### src/rtl/rs232_tx_arb.sv
// -----------------------------------------------------------------------------
// rs232_tx_arb
//   Shares one valid/ready byte transmitter (rs232_send3) between NUM_REQ
//   byte-stream requesters. Arbitration is round-robin and packet-locked: the
//   owner keeps the transmitter until it transfers a byte flagged req_last, or
//   until MAX_BURST bytes have gone out (MAX_BURST = 0 means unlimited). When
//   HEADER_EN = 1 a channel-ID byte {4'hA, 1'b0, k[2:0]} precedes each burst so
//   the host can demultiplex the streams.
//
// Ports
//   clock      system clock, rising edge
//   resetn     asynchronous active-low reset
//   req_data   byte of requester i on bits [8i+7:8i]
//   req_valid  requester i has a byte
//   req_last   requester i's current byte ends its packet
//   req_ready  byte of requester i is accepted this cycle
//   out_data   byte to the transmitter
//   out_valid  out_data is valid
//   out_ready  transmitter accepts out_data
//   grant      one-hot owner, all zero when idle
//   busy       1 while a burst (header or data) is in progress
// -----------------------------------------------------------------------------
module rs232_tx_arb #(
  parameter int NUM_REQ   = 4,
  parameter bit HEADER_EN = 1'b1,
  parameter int MAX_BURST = 16
) (
  input  logic                 clock,
  input  logic                 resetn,
  input  logic [8*NUM_REQ-1:0] req_data,
  input  logic [NUM_REQ-1:0]   req_valid,
  input  logic [NUM_REQ-1:0]   req_last,
  output logic [NUM_REQ-1:0]   req_ready,
  output logic [7:0]           out_data,
  output logic                 out_valid,
  input  logic                 out_ready,
  output logic [NUM_REQ-1:0]   grant,
  output logic                 busy
);

  typedef enum logic [1:0] {
    IDLE   = 2'd0,
    HEADER = 2'd1,
    DATA   = 2'd2
  } state_e;

  localparam logic [2:0] LAST_RST  = 3'(NUM_REQ - 1);
  localparam logic [7:0] BURST_LIM = 8'(MAX_BURST);

  state_e               state_q, state_d;
  logic [2:0]           owner_q;     // index k of the current owner
  logic [2:0]           last_q;      // round-robin pointer: last released owner
  logic [7:0]           cnt_q;       // data bytes sent in this burst
  logic [7:0]           hdr_q;       // channel-ID byte for this burst
  logic [NUM_REQ-1:0]   grant_q;

  logic                 win_found;
  logic [2:0]           win_idx;
  logic [NUM_REQ-1:0]   win_onehot;
  logic [3:0]           cand;

  logic [7:0]           own_data;
  logic                 own_valid;
  logic                 own_last;
  logic                 xfer;
  logic                 burst_full;
  logic                 release_burst;

  // ---------------------------------------------------------------------------
  // Round-robin search: start one past the last owner and wrap, so the most
  // recently released requester has the lowest priority.
  // ---------------------------------------------------------------------------
  always_comb begin
    // NOTE: every combinational output gets a default first so no path
    // through the loops or branches leaves it unassigned (which would infer a
    // latch).
    win_found  = 1'b0;
    win_idx    = '0;
    win_onehot = '0;
    cand       = '0;
    for (int off = 1; off <= NUM_REQ; off++) begin
      cand = {1'b0, last_q} + 4'(off);
      if (cand >= 4'(NUM_REQ)) cand = cand - 4'(NUM_REQ);
      for (int j = 0; j < NUM_REQ; j++) begin
        if (!win_found && cand == 4'(j) && req_valid[j]) begin
          win_found = 1'b1;
          win_idx   = 3'(j);
        end
      end
    end
    for (int j = 0; j < NUM_REQ; j++) begin
      win_onehot[j] = (win_idx == 3'(j));
    end
  end

  // Owner's byte stream, selected by the registered owner index.
  always_comb begin
    own_data  = '0;
    own_valid = 1'b0;
    own_last  = 1'b0;
    for (int j = 0; j < NUM_REQ; j++) begin
      if (owner_q == 3'(j)) begin
        own_data  = req_data[8*j +: 8];
        own_valid = req_valid[j];
        own_last  = req_last[j];
      end
    end
  end

  assign xfer          = (state_q == DATA) && own_valid && out_ready;
  // The burst limit check is compiled away entirely when MAX_BURST = 0.
  assign burst_full    = (MAX_BURST != 0) && ((cnt_q + 8'd1) == BURST_LIM);
  assign release_burst = xfer && (own_last || burst_full);

  // ---------------------------------------------------------------------------
  // FSM: state register
  // ---------------------------------------------------------------------------
  always_ff @(posedge clock or negedge resetn) begin
    // NOTE: sequential state uses non-blocking assignments so every flop
    // samples the pre-edge values regardless of statement order.
    if (!resetn) state_q <= IDLE;
    else         state_q <= state_d;
  end

  // FSM: next-state logic
  always_comb begin
    state_d = state_q;
    unique case (state_q)
      IDLE:    if (win_found) state_d = HEADER_EN ? HEADER : DATA;
      HEADER:  if (out_ready) state_d = DATA;
      DATA:    if (release_burst) state_d = IDLE;
      default: state_d = IDLE;
    endcase
  end

  // FSM: outputs. DATA is a combinational pass-through of the owner so the
  // requester's own valid/data stability carries straight to the transmitter.
  always_comb begin
    out_data  = '0;
    out_valid = 1'b0;
    req_ready = '0;
    unique case (state_q)
      HEADER: begin
        out_data  = hdr_q;
        out_valid = 1'b1;
      end
      DATA: begin
        out_data  = own_data;
        out_valid = own_valid;
        for (int j = 0; j < NUM_REQ; j++) begin
          req_ready[j] = (owner_q == 3'(j)) && out_ready;
        end
      end
      default: ;
    endcase
  end

  // ---------------------------------------------------------------------------
  // Grant, owner, pointer, burst counter and header byte. A reset mid-burst
  // simply abandons the partial packet; nothing about it is remembered.
  // ---------------------------------------------------------------------------
  always_ff @(posedge clock or negedge resetn) begin
    if (!resetn) begin
      owner_q <= '0;
      last_q  <= LAST_RST;
      cnt_q   <= '0;
      hdr_q   <= '0;
      grant_q <= '0;
    end else begin
      if (state_q == IDLE && win_found) begin
        owner_q <= win_idx;
        grant_q <= win_onehot;
        cnt_q   <= '0;
        hdr_q   <= {4'hA, 1'b0, win_idx};
      end
      if (xfer) begin
        cnt_q <= cnt_q + 8'd1;
      end
      if (release_burst) begin
        last_q  <= owner_q;
        grant_q <= '0;
      end
    end
  end

  assign grant = grant_q;
  assign busy  = (state_q != IDLE);

endmodule

### config.mk
export PLATFORM = sky130hd
export DESIGN_NAME = rs232_tx_arb
export DESIGN_NICKNAME = d
export VERILOG_FILES = /design/src/rtl/rs232_tx_arb.sv
export SDC_FILE = /design/constraint.sdc
export NUM_CORES = 1
export LEC_CHECK = 0
export CAP_MARGIN = 0
export CORE_ASPECT_RATIO = 2
export CORE_UTILIZATION = 47
export CTS_BUF_LIST = sky130_fd_sc_hd__clkbuf_16
export CTS_CLUSTER_DIAMETER = 50
export DETAILED_ROUTE_END_ITERATION = 7
export HOLD_SLACK_MARGIN = 0.06
export PLACE_DENSITY = 0.86
export SKIP_CTS_REPAIR_TIMING = 1
export SLEW_MARGIN = 0
export SYNTH_ARGS = -nofsm -noshare
export SYNTH_HDL_FRONTEND = slang
export SYNTH_SLANG_ARGS = --single-unit
### constraint.sdc
create_clock -name clock -period 5.2 [get_ports clock]
set_clock_uncertainty 0.05 [all_clocks]
set_input_delay 1.3 -clock clock [delete_from_list [all_inputs] [get_ports clock]]
set_output_delay 1.3 -clock clock [all_outputs]
set_load 0.01 [all_outputs]
# Word-level counts from Yosys, hierarchy flattened
# Index checks and enable logic that the tools add are counted.
# word_totals
regBits	24
output_inout_bits	18
elab_cells	167
# op_classes
addsub	9
n_lt_le_gt_ge	4
eq_ne	24
muxes	58
n_reduce_logical	66
# op_table
op	count
$mux 8	6
$logic_and 1x1->1	39
$mux 3	13
$eq 4x2->1 const B	8
$mux 4	7
$mux 1	25
$eq 4x1->1 const B	4
$ge 4x3->1 const B	4
$logic_not 4->1	4
$pmux 8 s2	1
$sub 4x3->4 const B	4
$logic_not 1->1	15
$eq 3x2->1 const B	4
$add 3x2->4 const B	2
$add 8x1->8 const B	1
$eq 8x5->1 const B	1
$mux 2	4
$eq 3x1->1 const B	2
$logic_not 3->1	2
$ne 2x2->1 const B	3
$pmux 2 s3	1
$reduce_bool 2->1	3
$add 3x1->4 const B	1
$add 3x3->4 const B	1
6 further kinds	6

# Logic depth before layout (Yosys ltp)
# depth
depth_word	69
ltp_mapped	8

# Least setup slack after synthesis
# No wires, ideal clock.
# synth_path
path_kind	input-to-output
start	input req_data[8]
end	output out_data[0]
arrival_ps	2017
required_ps	3850
path_slack_ps	1833
cell_stages	3
path_buffers	0
path_cell_list	mux4_1 > a22oi_1 > nor2b_1
# synth_via
elab_chain_len	4
# synth_rtl
element	line	source
start: declaration	30	input logic [8*NUM_REQ-1:0] req_data,
$mux 8 (3 in a row)	102	if (owner_q == 3'(j)) begin
$pmux 8 s2	142	unique case (state_q)
end: declaration	34	output logic [7:0] out_data,
# No other way between the ends.

# Worst setup path in the final report
# layout_path
start	input req_valid[3]
end	output out_valid
# layout_via
elab_chain_len	2
# layout_rtl
element	line	source
start: declaration	31	input logic [NUM_REQ-1:0] req_valid,
$mux 1	102	
$pmux 1 s2	142	
end: declaration	35	output logic out_valid,
# No other way between the ends.

==> results.toml <==
[run_status]
status = "finished, final reports clean"

[global_routing]
global_route.usage.total_pct = 26.84
gr-usage-met3_pct = 2.637
first_global_vias = 1652
grt.overflow.total = 0
antenna_found_initial = 0
largest_net_degree_at_the_start_of_global_routing = 20
grt_pass1_wl_um = 7010
grtUsageMet1_pct = 25.35
globalRouteMet2Util_pct = 51.25
grt-busiest-layer = "met2"

[clocking]
clk_transition_reported_paths_ns = 0.05
clock_path_buffers = 2
clock_sinks = 19
clock_tree_from_tritoncts = "built"
cts.root.buffer_cell = "sky130_fd_sc_hd__clkbuf_16"
tritoncts_buffer_count = 3
htreeDepth = 1
insertion_delay_ns = 0.25

[yosys]
synthesis.area_sq_um = 1499
synth_top_cell_area_share_pct = 28.38
synth_edf_count = 0
synth.avg_cell_area_sq_um = 9.196
synth_flop_cell = "sky130_fd_sc_hd__dfrtp_1"
ys_warn_count = 0
synth.largest_area_cell = "sky130_fd_sc_hd__dfrtp_1"
ys_types = 45
postSynthCellCount = 163
yosysSeqAreaShare_pct = 31.89
synth.net_count = 211
async_flop_share_pct = 100.0
ys_ff_latch = 19
synth_top_cells_by_area = "sky130_fd_sc_hd__dfrtp_1, sky130_fd_sc_hd__mux4_2, sky130_fd_sc_hd__nand2_1"

[timing]
min_period_over_period_pct = 85.35
timing_hold_violations_final = 0
timing_worst_slew_pin_value_ns = 0.8479
setup-tns-final_ns = 0
rsz_0062_raised_after_global_routing = "false"
timing.final.max_slew_violations = 0
slew_headroom_pct = 43.30
clock.fmax_ghz = 0.2253
period_needed_ns = 4.438
final-setup-viol-count = 0

[layout]
antenna_cells = 0
num-nets-final = 270
syn_to_final_growth_pct = 45.91
final_core_utilization_pct = 73.45
post_layout_nonfiller_instances = 251
final.fill_count = 220
share_of_layout_cells_above_drive_strength_1_pct = 9.050
finish.instance_area_sq_um = 2187

[die]
fp.dieArea_sq_um = 3433
core_area_sq_um = 2978
die_w_um = 41.93
std_cell_rows = 28
initial_core_util_pct = 50.34
die_h_um = 81.87
ioPinCount = 61

[setup_path]
cp_max_fo = 7
cp_top_family = "buffers and inverters"
timing.setup.critical_path_class = "input pin to primary output"
worst_path_largest_cell_delay_ns = 0.56
timing.critical_path.buf_inv = 2
critPathRequiredTime_ns = 3.85
worst_path_max_delay_cell = "sky130_fd_sc_hd__mux4_2"
crit_path_end_kind = "primary output"
crit_arrival_ns = 3.09
cp_cell_sequence = "clkdlybuf4s50_1 > mux4_2 > a21oi_1 > nor2b_1 > clkdlybuf4s50_1"
worst_path_most_repeated_cell = "sky130_fd_sc_hd__clkdlybuf4s50_1"
worstSetupStartpointType = "input pin"

[route]
detail_route.first_pass.iterations = 4
number_of_nets_with_antenna_violations_after_detailed_routing = 0
post_drt_wl_per_cell_um = 17.26
route.detailed.vias_per_inst = 6.104
remaining_drc_errors = 0
via_count = 1532
drt_iter0_drcs = 36
totalWireLength_um = 4332

[min_path]
min_path_type = "register to register"

[place]
detailedPlacementHpwl_um = 3477
place.detailed.instances = 247
portBuffers = 60
gp_congestion = 0.8408
placedInstanceArea_sq_um = 2107

[power]
p_leak_uw = 0.0008838
vdd_drop_max_v = 0.0003187
power.density_nw_per_um2 = 436.5

[job]
maxCapViolations = 0
registers in the layout (all words and copies together), names as in the netlist:
register	flops
hdr_q	2
owner_q	1
cnt_q	8
last_q	2
state_q	2
grant	4
layout by cell type, fill, tap and decap left out, drive strengths merged, types with 2 or more instances in the layout:
cell	n
clkdlybuf4s50	60
nand2	26
dfrtp	17
o21ai	16
nor2	11
mux4	9
a21oi	8
inv	7
nor3	5
and3	5
nor2b	5
ha	5
and2	4
nand2b	4
nand3	4
mux2	4
clkbuf	3
a21boi	2
o31ai	2
a211o	2
dfstp	2
a221oi	2
per-layer routing:
metal,up-vias,share of wire (%)
met5,-,0
met4,0,6.5
met3,22,4.4
met2,88,56
met1,710,33
li1,712,-
worst paths after layout:
kind / cells after the start / endpoint / from / slack, ns
min reg2reg: 1 / hdr_q[5] / hdr_q[5] / 0.43
max: 5 / out_valid / req_valid[3] / 0.76
min: 1 / hdr_q[5] / hdr_q[5] / 0.43
max in group asynchronous: 1 / state_q[0] / resetn / 3.09
min in group asynchronous: 1 / cnt_q[2] / resetn / 1.49
max reg2reg: 6 / state_q[1] / owner_q[0] / 2.27
Yosys cell counts, types with 2 or more instances:
| master | number |
|---|---|
| sky130_fd_sc_hd__a211o_1 | 2 |
| sky130_fd_sc_hd__a21boi_0 | 2 |
| sky130_fd_sc_hd__a21oi_1 | 7 |
| sky130_fd_sc_hd__and2_1 | 4 |
| sky130_fd_sc_hd__and3_1 | 5 |
| sky130_fd_sc_hd__clkbuf_1 | 5 |
| sky130_fd_sc_hd__dfrtp_1 | 17 |
| sky130_fd_sc_hd__dfstp_2 | 2 |
| sky130_fd_sc_hd__ha_1 | 5 |
| sky130_fd_sc_hd__inv_1 | 7 |
| sky130_fd_sc_hd__mux2_2 | 3 |
| sky130_fd_sc_hd__mux4_1 | 2 |
| sky130_fd_sc_hd__mux4_2 | 7 |
| sky130_fd_sc_hd__nand2_1 | 26 |
| sky130_fd_sc_hd__nand2b_1 | 4 |
| sky130_fd_sc_hd__nand3_1 | 3 |
| sky130_fd_sc_hd__nor2_1 | 11 |
| sky130_fd_sc_hd__nor2b_1 | 5 |
| sky130_fd_sc_hd__nor3_1 | 5 |
| sky130_fd_sc_hd__o21ai_0 | 10 |
| sky130_fd_sc_hd__o21ai_1 | 6 |
| sky130_fd_sc_hd__o31ai_1 | 2 |
logic make-up after synthesis:
group           Yosys count  share of synthesized area (%)
compound gates           40                          18.28
xor+xnor                  2                          1.169
fa+ha+maj                 5                          4.174
buf+inv                  13                          3.757
flops                    19                          31.89
mux                      14                          17.70
simple gates             70                          23.04
area by class of cell:
class / instances / area, sq um / area share (%)
repair buffers: 60 / 600.6 / 27.46
inverters: 7 / 26.28 / 1.201
clock buffers: 3 / 75.07 / 3.432
clock inverters: 1 / 5.005 / 0.2288
multi-input cells: 131 / 964.7 / 44.11
flip-flops and latches: 19 / 478.0 / 21.85
well taps: 30 / 37.54 / 1.716
metrics by stage:
step	hold WS [ns]	worst slack [ns]	total power (uW)
2_1_floorplan	0.3850	1.833	589.4
3_3_place_gp	0.4092	0.8077	776.0
3_5_place_dp	0.4122	0.7853	798.7
4_1_cts	0.4277	0.7732	959.4
5_1_grt	0.4322	0.6394	1017
6_report	0.4302	0.7620	954.7
where the power goes:
part	switching, uW	internal [uW]
sequential	83.1	194
combinational	233	287
clock	54.2	103
Power figures use the tool's default switching activity.
